<file path="config.mk">
export PLATFORM = sky130hd
export DESIGN_NAME = imem_fetch
export DESIGN_NICKNAME = d
export VERILOG_FILES = /design/src/rtl/imem_fetch.sv
export SDC_FILE = /design/constraint.sdc
export NUM_CORES = 1
export LEC_CHECK = 0
export CAP_MARGIN = 40
export CORE_ASPECT_RATIO = 1.1
export CORE_MARGIN = 3
export CORE_UTILIZATION = 57
export CTS_BUF_LIST = sky130_fd_sc_hd__clkbuf_8
export DETAILED_ROUTE_END_ITERATION = 12
export PLACE_DENSITY = 0.77
export SYNTH_ARGS = -nofsm -noshare
export SYNTH_HDL_FRONTEND = slang
export SYNTH_SLANG_ARGS = --single-unit
export TNS_END_PERCENT = 100
</file>
<file path="constraint.sdc">
create_clock -name clk -period 1.5 [get_ports clk]
set_input_delay 0.225 -clock clk [delete_from_list [all_inputs] [get_ports clk]]
set_output_delay 0.225 -clock clk [all_outputs]
set_load 0.005 [all_outputs]
</file>
<file path="src/rtl/imem_fetch.sv">
// imem_fetch: clocked instruction memory with a valid/ready fetch port.
// - DEPTH x DATA_W array, loaded through a write port (ld_*).
// - Registered response stage with one-cycle latency, backpressure, flush, and out-of-range flag.
// - Optional accepted-fetch counter, built only when IMEM_FETCH_CNT_EN is defined;
//   otherwise fetch_cnt is tied to zero.
module imem_fetch #(
  parameter int unsigned       DATA_W   = 16,
  parameter int unsigned       ADDR_W   = 5,
  parameter int unsigned       DEPTH    = 32,
  parameter logic [DATA_W-1:0] NOP_WORD = 16'h0000
) (
  input  logic              clk,
  input  logic              rst,
  input  logic              req_valid,
  output logic              req_ready,
  input  logic [ADDR_W-1:0] req_adr,
  output logic              rsp_valid,
  input  logic              rsp_ready,
  output logic [DATA_W-1:0] rsp_data,
  output logic              rsp_err,
  input  logic              flush,
  input  logic              ld_en,
  input  logic [ADDR_W-1:0] ld_adr,
  input  logic [DATA_W-1:0] ld_data,
  output logic [15:0]       fetch_cnt
);

  // Array index width; the full address is still used for the range compare.
  localparam int unsigned IdxW = (DEPTH > 1) ? $clog2(DEPTH) : 1;

  if (DEPTH > (2 ** ADDR_W)) begin : g_depth_check
    $error("imem_fetch: DEPTH exceeds the address space");
  end

  typedef enum logic {
    StEmpty,
    StFull
  } state_e;

  state_e            state_q, state_d;
  logic [DATA_W-1:0] rsp_data_q, rsp_data_d;
  logic              rsp_err_q, rsp_err_d;

  // Power-up content is NOP_WORD; reset deliberately leaves the array alone.
  logic [DATA_W-1:0] mem_q [DEPTH] = '{default: NOP_WORD};

  logic            accept;
  logic            req_in_range;
  logic            ld_in_range;
  logic [IdxW-1:0] req_idx;
  logic [IdxW-1:0] ld_idx;

  // Unsigned range checks on the full address, so nothing wraps modulo DEPTH.
  assign req_in_range = 32'(req_adr) < DEPTH;
  assign ld_in_range  = 32'(ld_adr) < DEPTH;
  assign req_idx      = req_adr[IdxW-1:0];
  assign ld_idx       = ld_adr[IdxW-1:0];

  // Handshake: a held response blocks new requests unless it drains or is flushed.
  always_comb begin
    req_ready = rst & ~ld_en & ((state_q == StEmpty) | rsp_ready | flush);
    accept    = req_valid & req_ready;
    rsp_valid = (state_q == StFull);
  end

  // Output stage next state: accept wins, otherwise flush or consume empties the stage.
  always_comb begin
    state_d    = state_q;
    rsp_data_d = rsp_data_q;
    rsp_err_d  = rsp_err_q;
    if (accept) begin
      state_d = StFull;
      if (req_in_range) begin
        rsp_data_d = mem_q[req_idx];
        rsp_err_d  = 1'b0;
      end else begin
        rsp_data_d = NOP_WORD;
        rsp_err_d  = 1'b1;
      end
    end else if (state_q == StFull && (flush || rsp_ready)) begin
      state_d = StEmpty;
    end
  end

  // Output stage registers.
  always_ff @(posedge clk or negedge rst) begin
    if (!rst) begin
      state_q    <= StEmpty;
      rsp_data_q <= NOP_WORD;
      rsp_err_q  <= 1'b0;
    end else begin
      state_q    <= state_d;
      rsp_data_q <= rsp_data_d;
      rsp_err_q  <= rsp_err_d;
    end
  end

  // Program-load write port; out-of-range writes are dropped.
  always_ff @(posedge clk) begin
    if (ld_en && ld_in_range) begin
      mem_q[ld_idx] <= ld_data;
    end
  end

  assign rsp_data = rsp_data_q;
  assign rsp_err  = rsp_err_q;

`ifdef IMEM_FETCH_CNT_EN
  logic [15:0] cnt_q, cnt_d;

  // Saturating count of accepted fetches, including out-of-range ones.
  always_comb begin
    cnt_d = cnt_q;
    if (accept && (cnt_q != 16'hFFFF)) begin
      cnt_d = cnt_q + 16'd1;
    end
  end

  // Counter register, cleared only by reset.
  always_ff @(posedge clk or negedge rst) begin
    if (!rst) begin
      cnt_q <= 16'd0;
    end else begin
      cnt_q <= cnt_d;
    end
  end

  assign fetch_cnt = cnt_q;
`else
  assign fetch_cnt = 16'd0;
`endif

endmodule

</file>
; ---- Yosys cells after proc, flatten, opt, wreduce, memory -nomap -nowiden
; Memory sizes are Yosys's and may differ from the RTL's. A register that Yosys moved wholly into a read port is not among the register bits.
; Cells that the tools add are included.
[classes]
n_mux = 4
bitwise = 7
reduce_logical = 4
[op_table]
columns = cell, n
row1 = 2-to-1 mux 1 bit, 4
row2 = bitwise AND 1 bit, 3
row3 = inverter 1 bit, 2
row4 = bitwise OR 1 bit, 2
row5 = nonzero test 2 bit, 1
row6 = logical AND 1 bit, 1
row7 = logical NOT 1 bit, 1
row8 = logical OR 1 bit, 1
[word_totals]
regBits = 1
ramBits = 512
in_bits = 32
output_inout_bits = 35
elab_cells = 17
n_memories = 1
[memory_table]
columns = memory, depth, width, read_ports, rd_clocked_by_memory_dff, write_ports, line
row1 = mem_q, 32, 16, 1, 1, 1, 45  ; logic [DATA_W-1:0] mem_q [DEPTH] = '{default: NOP_WORD};

; ---- Logic depth before layout (Yosys ltp)
; Gate-level depths: netlist of run 1.
[logic_depth]
depth_word = 6
ltp_mapped = 8
ltp_nobuf = 4

; ---- Worst setup path before layout of run 1
; No wires, ideal clock.
[synth_timing]
path_type = input to register
start = input port ld_adr[1]
end = memory mem_q[12][0] (enable)
setup_ps = 388
arrival_ps = 1577
t_required_ps = 1112
path_slack_ps = -465
path_stages = 3
n_path_buf = 1
cell_sequence = or3b_2 -> clkbuf_1 -> nor2_1
[synth_lines]
columns = item, line
row1 = start: declaration, 23  ; input logic [ADDR_W-1:0] ld_adr,
row2 = end: declaration, 45
; Straight into the memory's write port.

==> results.md, run 1 <==
- Outcome: finished, violations left
- Failing checks: setup timing
- DR pass1 iterations: 5
- Fin crit share: 1.11
- Max Freq: 601 MHz
- Seq/Total Area, Yosys: 0.772
- Filler cell count: 2,075
- Max H-tree Level: 3
- RSZ-0062 raised after global routing: yes
- DRC: 0
- Unique masters post-synth: 36
- GRT Overall Usage: 0.249
- Post-DP Area: approximately 23,000 µm²
- Top Ports: 67
- Final worst slack: -0.165 ns
- Pleak: 8.40 nW
- Met3 WL post-DR: 3.90 mm
- DRT iter0 DRCs: about 1,200
- Worst setup SP type: register
- Starting density of the core: 0.580
- Largest net degree at the start of global routing: 33
- Worst-margin pin slew: 0.728 ns
- MaxCap Viol Count: 0
- GR Overflow Total: 0
- Routed wl met2: approximately 24 mm
- WL final: 47.0 mm
- Number of global-route vias before repair: roughly 11,000
- Synth async-reset ratio: 0.0321
- Arrival @ worst endpoint: around 2.2 ns
- Post-synth EDFFs: between 500 and 600
- PortBufs: 49
- Commonest cells in the netlist: edfxtp_1 (512), mux4_2 (110), nor2_1 (55)
- Critical path class: reg -> reg
- First-pass GRT wire length: 70.4 mm
- Antenna Cells: 0
- Inserted Clock Buffers: 80
- Row cnt: 72
- Yosys reg bits: 529
- R2r setup slk: -0.17 ns
- Yosys warning count: 0
- Crit path capture type: register
- # setup viols final: 18
- Die area: roughly 38,000 µm²
- Synth top area cells: edfxtp_1 (75%), mux4_2 (12%), dfrtp_1 (2.1%), mux2i_1 (1.7%), mux2_2 (1.3%)
- Top routing layer in use: met4
- Synth Cell Area: 20,500 µm²
- Via count: between 10,000 and 15,000
- Die Y: ~200 µm
- Clk slew on worst S/H paths: ~0.060 ns
- Final Power: 0.0296 W
- Clk sinks: 529
- FF/Latch Area: 15,800 µm²
- Dpl hpwl: 29.8 mm
- Max FO, Critical Path: 1
- Via density: 6.08
- Multi-input combinational cell area: 4770 µm²
- Period minus WS final: approximately 1.7 ns
- Worst-skew pair later-pin latency: around 0.62 ns
- Hold Crit Class: in -> reg
- Final nets: 1,247
- Worst Path Required: about 2 ns
- Layout cell share with drive strength beyond 1: 0.386
- CTS tree: yes
- WL/cell: 26.7 µm
- Gp weighted congestion: roughly 0.85
- Root Buffer: clkbuf_8
- Core area: about 35,000 µm²
- Top_reg_cell synth: edfxtp_1
- Metal-1 WL: roughly 18 mm
- Fin area: 25,000 µm²
- Routed Antenna Nets: 0
- Max VDD drop: 0.643 mV
- Post-Synthesis Cells: 948
- Avg Cell Area, Syn: 21.6 µm²
- Final hold vios: 0
- Initial antenna violation count: 0
- Biggest area consumer among synthesized cells: edfxtp_1
- Area share of the largest cell type after synthesis: 0.751
- Die width: 187 µm
- Max-slew headroom: 0.513
- Top-count cell post-synth: edfxtp_1
- Maximum clock insertion buffer count: 3
- Layout area overhead: 22.0%
- Pwr per Cell Area: approximately 1200 nW/µm²
- Final Max Slew Viols: 0
- Hold slack: 0.375 ns
- Fin Clk Skew: approximately 0.029 ns
- Worst slack at placement: -0.716 ns
- Setup TNS: -1.68 ns
==> cell type report <==
class | count | area share
timing repair buffer | 234 | 0.0941
clock inverter | 57 | 0.0101
sequential | 529 | 0.633
inverter | 3 | 0.000451
clock buffer | 86 | 0.0474
tap | 481 | 0.0241
multi-input combinational | 367 | 0.191
==> path summary, 6_finish.rpt <==
| kind | startpoint | to | cells after the start |
|---|---|---|---|
| worst min register to register | rsp_data[9] | rsp_data[9] | 1 |
| min in group asynchronous | rst | rsp_data[14] | 3 |
| worst min-delay path | flush | rsp_valid | 3 |
| worst max-delay path | mem_q[19][13] | rsp_data[13] | 4 |
| worst max register to register | mem_q[19][13] | rsp_data[13] | 4 |
| max in group asynchronous | rst | rsp_data[11] | 3 |
==> critical path, stage by stage (launching register included) <==
cell      delay (ns)
edfxtp_1        0.36
mux4_2          0.48
mux2_4          0.28
a221o_1         0.32
o211a_1         0.11
==> power by group <==
group	internal [W]	switching, W
Sequential	0.0165	0.000123
Clock	0.00543	0.00520
Combinational	0.00115	0.00119
Total	0.0230	0.00652
==> cell families after synthesis <==
family                 count (synthesis)  synth area share
and+or+nand+nor                      102            0.0245
buffers and inverters                 68            0.0200
muxes                                167             0.150
AOI/OAI and AO/OA                     81            0.0330
DFF                                  529             0.772
other                                  1          0.000183
==> state kept, by name (all words and copies together) (netlist names) <==
register,flops
mem_q,512
rsp_valid,1
rsp_data,16
==> through the flow <==
stage / utilization / instances
6_report: 0.707 / 1757
5_1_grt: 0.707 / 1757
4_1_cts: 0.704 / 1756
3_5_place_dp: 0.653 / 1587
3_3_place_gp: 0.653 / 1587
2_1_floorplan: - / 964
==> per-layer routing <==
metal  vias up  track usage
li1       4512            -
met1      5530        0.346
met2       564        0.413
met3        75       0.0472
met4         0       0.0713
met5         -            0
==> what timing repair did <==
item	4_1_cts	5_1_grt
resized for setup	92	21
pin swaps	13	3
endpoints found under the hold margin	8	0
setup buffers	25	3
hold buffers	2	0
endpoints found under the setup margin	34	78
==> cells in the final DEF (no fill, tap or decap), types with 6 or more instances in the layout <==
cell type	n
o21ai_1	8
clkdlybuf4s15_1	10
clkdlybuf4s50_1	27
mux4_2	110
edfxtp_1	512
o221a_4	8
clkbuf_8	86
buf_2	6
o221ai_1	13
clkinv_1	18
nor2_4	9
dfrtp_1	17
nor2_1	29
mux2i_1	26
a22oi_1	17
a221o_1	6
mux2_2	18
buf_12	38
inv_1	35
nor2_2	17
nor2b_1	6
buf_4	141
nand3_1	8
conb_1	17
Power figures use the tool's default switching activity.
==> inputs of run 2 (changes only) <==
--- a/config.mk
+++ b/config.mk
@@ -7,7 +7,7 @@
 export LEC_CHECK = 0
 export CAP_MARGIN = 40
 export CORE_ASPECT_RATIO = 1.1
-export CORE_MARGIN = 3
+export CORE_MARGIN = 4
 export CORE_UTILIZATION = 57
 export CTS_BUF_LIST = sky130_fd_sc_hd__clkbuf_8
 export DETAILED_ROUTE_END_ITERATION = 12
==> run 2 against run 1 <==
  * The flow still finishes with violations (setup timing)
  * Setup slack lost 0.087 ns
  * Core utilization shrank 0.32 points
  * Maximum frequency shrank 5.0%
==> results.md, run 2 (synthesis gave the netlist of run 1 again) <==
- Outcome: finished, violations left
- Failing checks: setup timing
- Period minus WS final: 1.75 ns
- Worst slack at placement: -0.643 ns
- Top Ports: 67
- Most common cell after layout, fill and taps aside: edfxtp_1
- Via density: 6.26
- Clk sinks: 529
- Max-slew headroom: 0.642
- Die width: 189 µm
- CTS tree: yes
- Layout area overhead: 21.5%
- Largest net degree at the start of global routing: 33
- R2r startpoint: mem_q[25][1]
- Clk pwr share: 0.353
- Fin Clk Skew: 0.0416 ns
- Most flops, register: mem_q
- Final core utilization: 0.704
- Via count: between 10,000 and 15,000
- Hold slack: 0.0704 ns
- Pwr per Cell Area: 1180 nW/µm²
- Max H-tree Level: 3
- Seq pwr share: 0.566
- DRT iter0 DRCs: 1,459
- Filler cell count: 2,085
- DR pass1 iterations: 6
- GRT Overall Usage: 0.258
- Core area: between 30,000 and 40,000 µm²
- Clk slew on worst S/H paths: ~0.070 ns
- Antenna Cells: 0
- Routed Antenna Nets: 0
- PortBufs: 49
- Pleak: 8.30 nW
- Setup TNS: -1.33 ns
- Layout cell share with drive strength beyond 1: 0.383
- Starting density of the core: 0.580
- Arrival @ worst endpoint: about 2.2 ns
- DRC: 0
- First-pass GRT wire length: a little over 70 mm
- WP buf/inv: 0
- Max Freq: roughly 570 MHz
- WL final: between 40 and 50 mm
- Final hold vios: 0
- Maximum clock insertion buffer count: 3
- Final Max Slew Viols: 0
- Dpl hpwl: 31.4 mm
- Critical path class: reg -> reg
- WL/cell: 28.3 µm
- Final worst slack: -0.253 ns
- Initial antenna violation count: 2
- Max FO, Critical Path: 1
- Crit-path slowest cell: mux4_2
- Max reg flops: between 500 and 600
- Final nets: around 1,200
- Fin area: around 25,000 µm²
- Worst setup SP type: register
- Worst-margin pin slew: 0.536 ns
- Hold Crit Class: in -> async
- # setup viols final: 14
- Crit path from: mem_q[25][1]
- Switch Pwr: 0.00653 W
- Crit-path leading delay family: multiplexers
- Die area: 39,000 µm²
- Cell breakdown of the critical path: mux4_2, mux2_4, a221oi_4, nor3_2
- Net Sw Frac: 0.223
- CP max stage delay: about 0.48 ns
- Post-DP Area: 23,200 µm²
- Number of global-route vias before repair: between 10,000 and 15,000
- MaxCap Viol Count: 0
- Fin crit share: 1.17
- Row cnt: 72
- Root Buffer: clkbuf_8
- Worst Path Required: slightly below 2 ns
- Die Y: 207 µm
- Max VDD drop: 0.660 mV
- Combinational power share: 0.081
- GR Overflow Total: 0
- Crit path capture type: register
- Leading cell types in the layout, fill and taps excluded: edfxtp_1 (512), buf_4 (129), mux4_2 (110), clkbuf_8 (82), buf_12 (49)
- RSZ-0062 raised after global routing: yes
- Inserted Clock Buffers: 78
- Gp weighted congestion: 0.936
- Cell internal pwr: ~0.023 W
- Worst-skew pair later-pin latency: 0.62 ns
run 2: cell count changes in the layout (fill, tap and decap cells not counted), moves of 5 or more:
| cell | delta |
|---|---|
| inv_1 | -10 |
| mux2i_1 | +5 |
| o221a_2 | +8 |
| buf_4 | -12 |
| o221a_4 | -8 |
| buf_12 | +11 |
| nor2_2 | -5 |
run 2: per-stage QoR:
| step | instances | total power (W) |
|---|---|---|
| after global placement | 1588 | 0.0190 |
| final | 1743 | 0.0293 |
| after CTS | 1740 | 0.0294 |
| after floorplan | 964 | 0.0179 |
| after detailed placement | 1588 | 0.0191 |
| after global routing | 1743 | 0.0304 |
run 2: worst register-to-register path, stage by stage, from the launching register on:
cell and delay [ns]:
edfxtp_1 0.40, mux4_2 0.48, mux2_4 0.32, a221oi_4 0.39, nor3_2 0.06
run 2: per-layer routing:
layer  global-route usage  vias up  share of wire  wire, µm
met5                    0        -        0.00045        22
met4               0.0947        4          0.038      1860
met3               0.0634      133           0.10      5140
met2                0.416      651           0.48     23900
met1                0.353     5621           0.37     18400
li1                     -     4498              -         -
run 2: path summary, 6_finish.rpt:
check	to	slack (ns)	cells past startpoint
min	rsp_data[8]	0.07	3
min in group clk	rsp_valid	0.31	3
min reg2reg	rsp_data[4]	0.61	2
max	rsp_data[1]	-0.25	4
max reg2reg	rsp_data[1]	-0.25	4
max in group asynchronous	rsp_data[4]	1.22	3
run 2: what timing repair did:
action / CTS / global route
pin swaps: 16 / 2
buffers inserted: 18 / 3
resized for setup: 87 / 15
endpoints found under the setup margin: 34 / 21
hold buffers: 0 / 0
run 2: area by class of cell:
class | instances | area [µm²] | share of cell area
inverter | 3 | 11.3 | 0.000453
clock buffer | 82 | 1130 | 0.0454
sequential | 529 | 15800 | 0.636
multi-input combinational | 367 | 4670 | 0.188
timing repair buffer | 228 | 2410 | 0.0969
clock inverter | 53 | 236 | 0.00951
tap | 481 | 602 | 0.0242
run 2: power groups by stage:
stage	sequential (W)	clock (W)	combinational, W
6_report	0.0166	0.0103	0.00238
3_5_place_dp	0.0169	0	0.00221
5_1_grt	0.0166	0.0113	0.00249
2_1_floorplan	0.0169	0	0.00105
3_3_place_gp	0.0169	0	0.00214
4_1_cts	0.0166	0.0105	0.00233
==> inputs of run 3 (changes only) <==
--- a/config.mk
+++ b/config.mk
@@ -5,8 +5,9 @@
 export SDC_FILE = /design/constraint.sdc
 export NUM_CORES = 1
 export LEC_CHECK = 0
+export ABC_CLOCK_PERIOD_IN_PS = 1500
 export CAP_MARGIN = 40
-export CORE_ASPECT_RATIO = 1.1
+export CORE_ASPECT_RATIO = 1.2
 export CORE_MARGIN = 4
 export CORE_UTILIZATION = 57
 export CTS_BUF_LIST = sky130_fd_sc_hd__clkbuf_8
==> run 3 against run 2 <==
  * The run still ends with setup timing left
  * Via count rose by 0.85%
  * Register-to-register slack got worse by 0.05 ns
  * Maximum frequency fell by 4.7%
  * Clock power barely moved
  * Sequential cell count did not move
  * Design area rose by 1.0%
  * Hold slack improved by 0.056 ns
  * Largest cell class unchanged
==> results.md, run 3 (synthesis gave the netlist of run 1 again) <==
- Crit-path leading delay family: flip-flops
- Gp weighted congestion: 0.896
- Post-DP Area: around 23,000 µm²
- Initial antenna violation count: 1
- Hold Crit Class: in -> async
- Die Y: between 200 and 250 µm
- Max H-tree Level: 3
- PortBufs: 49
- WP buf/inv: 2
- Antenna Cells: 0
- Max-slew headroom: 0.676
- Largest net degree at the start of global routing: 35
- Final Max Slew Viols: 0
- CP max stage delay: 0.39 ns
- Die width: between 150 and 200 µm
- CTS tree: yes
- Die area: 39,000 µm²
- DRT iter0 DRCs: between 1,000 and 1,500
- Crit path capture type: primary output
- Most common cell after layout, fill and taps aside: edfxtp_1
- Worst-skew pair later-pin latency: around 0.62 ns
- Max FO, Critical Path: 2
- Worst slack at placement: -0.758 ns
- Most flops, register: mem_q
- Routed Antenna Nets: 0
- Row cnt: between 70 and 80
- Fin area: 25,100 µm²
- Final worst slack: -0.339 ns
- R2r worst-path depth: 8
- DR pass1 iterations: 5
- Pwr per Cell Area: 1170 nW/µm²
- Clk sinks: roughly 530
- Number of global-route vias before repair: 11,416
- Filler cell count: between 1,500 and 2,000
- Layout area overhead: 22.7%
- Cell breakdown of the critical path: nor3b_4, buf_6, nor2_4, buf_2
- Final nets: 1,255
- # hold bufs at CTS: 0
- Root Buffer: clkbuf_8
- Via density: 6.31
- Starting density of the core: 0.582
- GRT Overall Usage: 0.260
- Maximum clock insertion buffer count: 3
- Critical path class: reg -> out
- Clk slew on worst S/H paths: 0.06 ns
- Inserted Clock Buffers: between 70 and 80
- Leading cell types in the layout, fill and taps excluded: edfxtp_1 (512), buf_4 (137), mux4_2 (110), clkbuf_8 (81), buf_12 (51)
- Dpl hpwl: 32.9 mm
- Via count: roughly 11,000
- RSZ-0062 raised after global routing: yes
- # setup viols final: 17
- Hold slack: 0.127 ns
- First-pass GRT wire length: 74.3 mm
- Max VDD drop: 1.04 mV
- Worst Path Required: 1.27 ns
- Worst setup SP type: register
- Final hold vios: 0
- Worst-margin pin slew: 0.472 ns
- WL final: 50.2 mm
- Fin Clk Skew: 0.0382 ns
- Final Non-Filler Cells: 1,743
- Core area: 35,200 µm²
- MaxCap Viol Count: 0
- Failing checks: setup timing
- Levels on crit path: 4
- Pleak: ~8.4 nW
- Crit-path slowest cell: dfrtp_1
- GR Overflow Total: 0
- Arrival @ worst endpoint: 1.61 ns
- Max Freq: 544 MHz
- Placed insts: 1,580
- Outcome: finished, violations left
- WL/cell: approximately 29 µm
- Top Ports: between 60 and 70
- DRC: 0
- Period minus WS final: 1.84 ns
- Layout cell share with drive strength beyond 1: 0.399
- Final Power: between 0.02 and 0.03 W
- Fin crit share: 1.23
- Max reg flops: 512
-- run 3: cell type report --
cell class | instances | area, µm² | share of cell area
repair buffers | 245 | 2590 | 0.103
well taps | 462 | 578 | 0.0230
flip-flops and latches | 529 | 15800 | 0.629
inverters | 3 | 11.3 | 0.000449
clock buffers | 81 | 1110 | 0.0444
clock inverters | 56 | 254 | 0.0101
multi-input cells | 367 | 4750 | 0.189
-- run 3: final timing paths --
kind | startpoint | slack, ns | endpoint
setup / recovery | rsp_valid | -0.34 | req_ready
hold / removal | rst | 0.13 | rsp_data[5]
setup reg to reg | rsp_valid | -0.30 | rsp_data[4]
hold reg to reg | rsp_data[5] | 0.65 | rsp_data[5]
max in group asynchronous | rst | 1.12 | rsp_data[10]
min in group clk | req_adr[2] | 0.24 | rsp_data[1]
-- run 3: what timing repair did --
action / in CTS / in global routing
cloned: 1 / 1
buffers inserted: 18 / 11
setup endpoints to repair: 34 / 35
gates resized for setup: 80 / 28
pin swaps: 2 / 8
-- run 3: worst min-delay path: stages --
cell	delay, ns
clkdlybuf4s50_1	0.51
buf_12	0.12
buf_4	0.27
-- run 3: layer usage --
metal	wire, µm	GRT usage	up-vias
met1	17400	0.333	5646
li1	-	-	4511
met4	2360	0.113	0
met2	25600	0.431	682
met5	0	0	-
met3	4770	0.0621	161
-- run 3: where the power goes --
| group | switching (W) | total, W | internal (W) |
|---|---|---|---|
| logic | 0.00123 | 0.00239 | 0.00116 |
| clock network | 0.00522 | 0.0102 | 0.00503 |
| registers | 0.000161 | 0.0166 | 0.0165 |
| total | 0.00661 | 0.0293 | 0.0227 |
-- run 3: per-stage QoR --
stage / TNS [ns] / util
after floorplan: -55.92 / -
after global placement: -259.12 / 0.661
after detailed placement: -265.72 / 0.661
after CTS: -3.70 / 0.708
after global routing: -4.81 / 0.713
final: -3.86 / 0.713
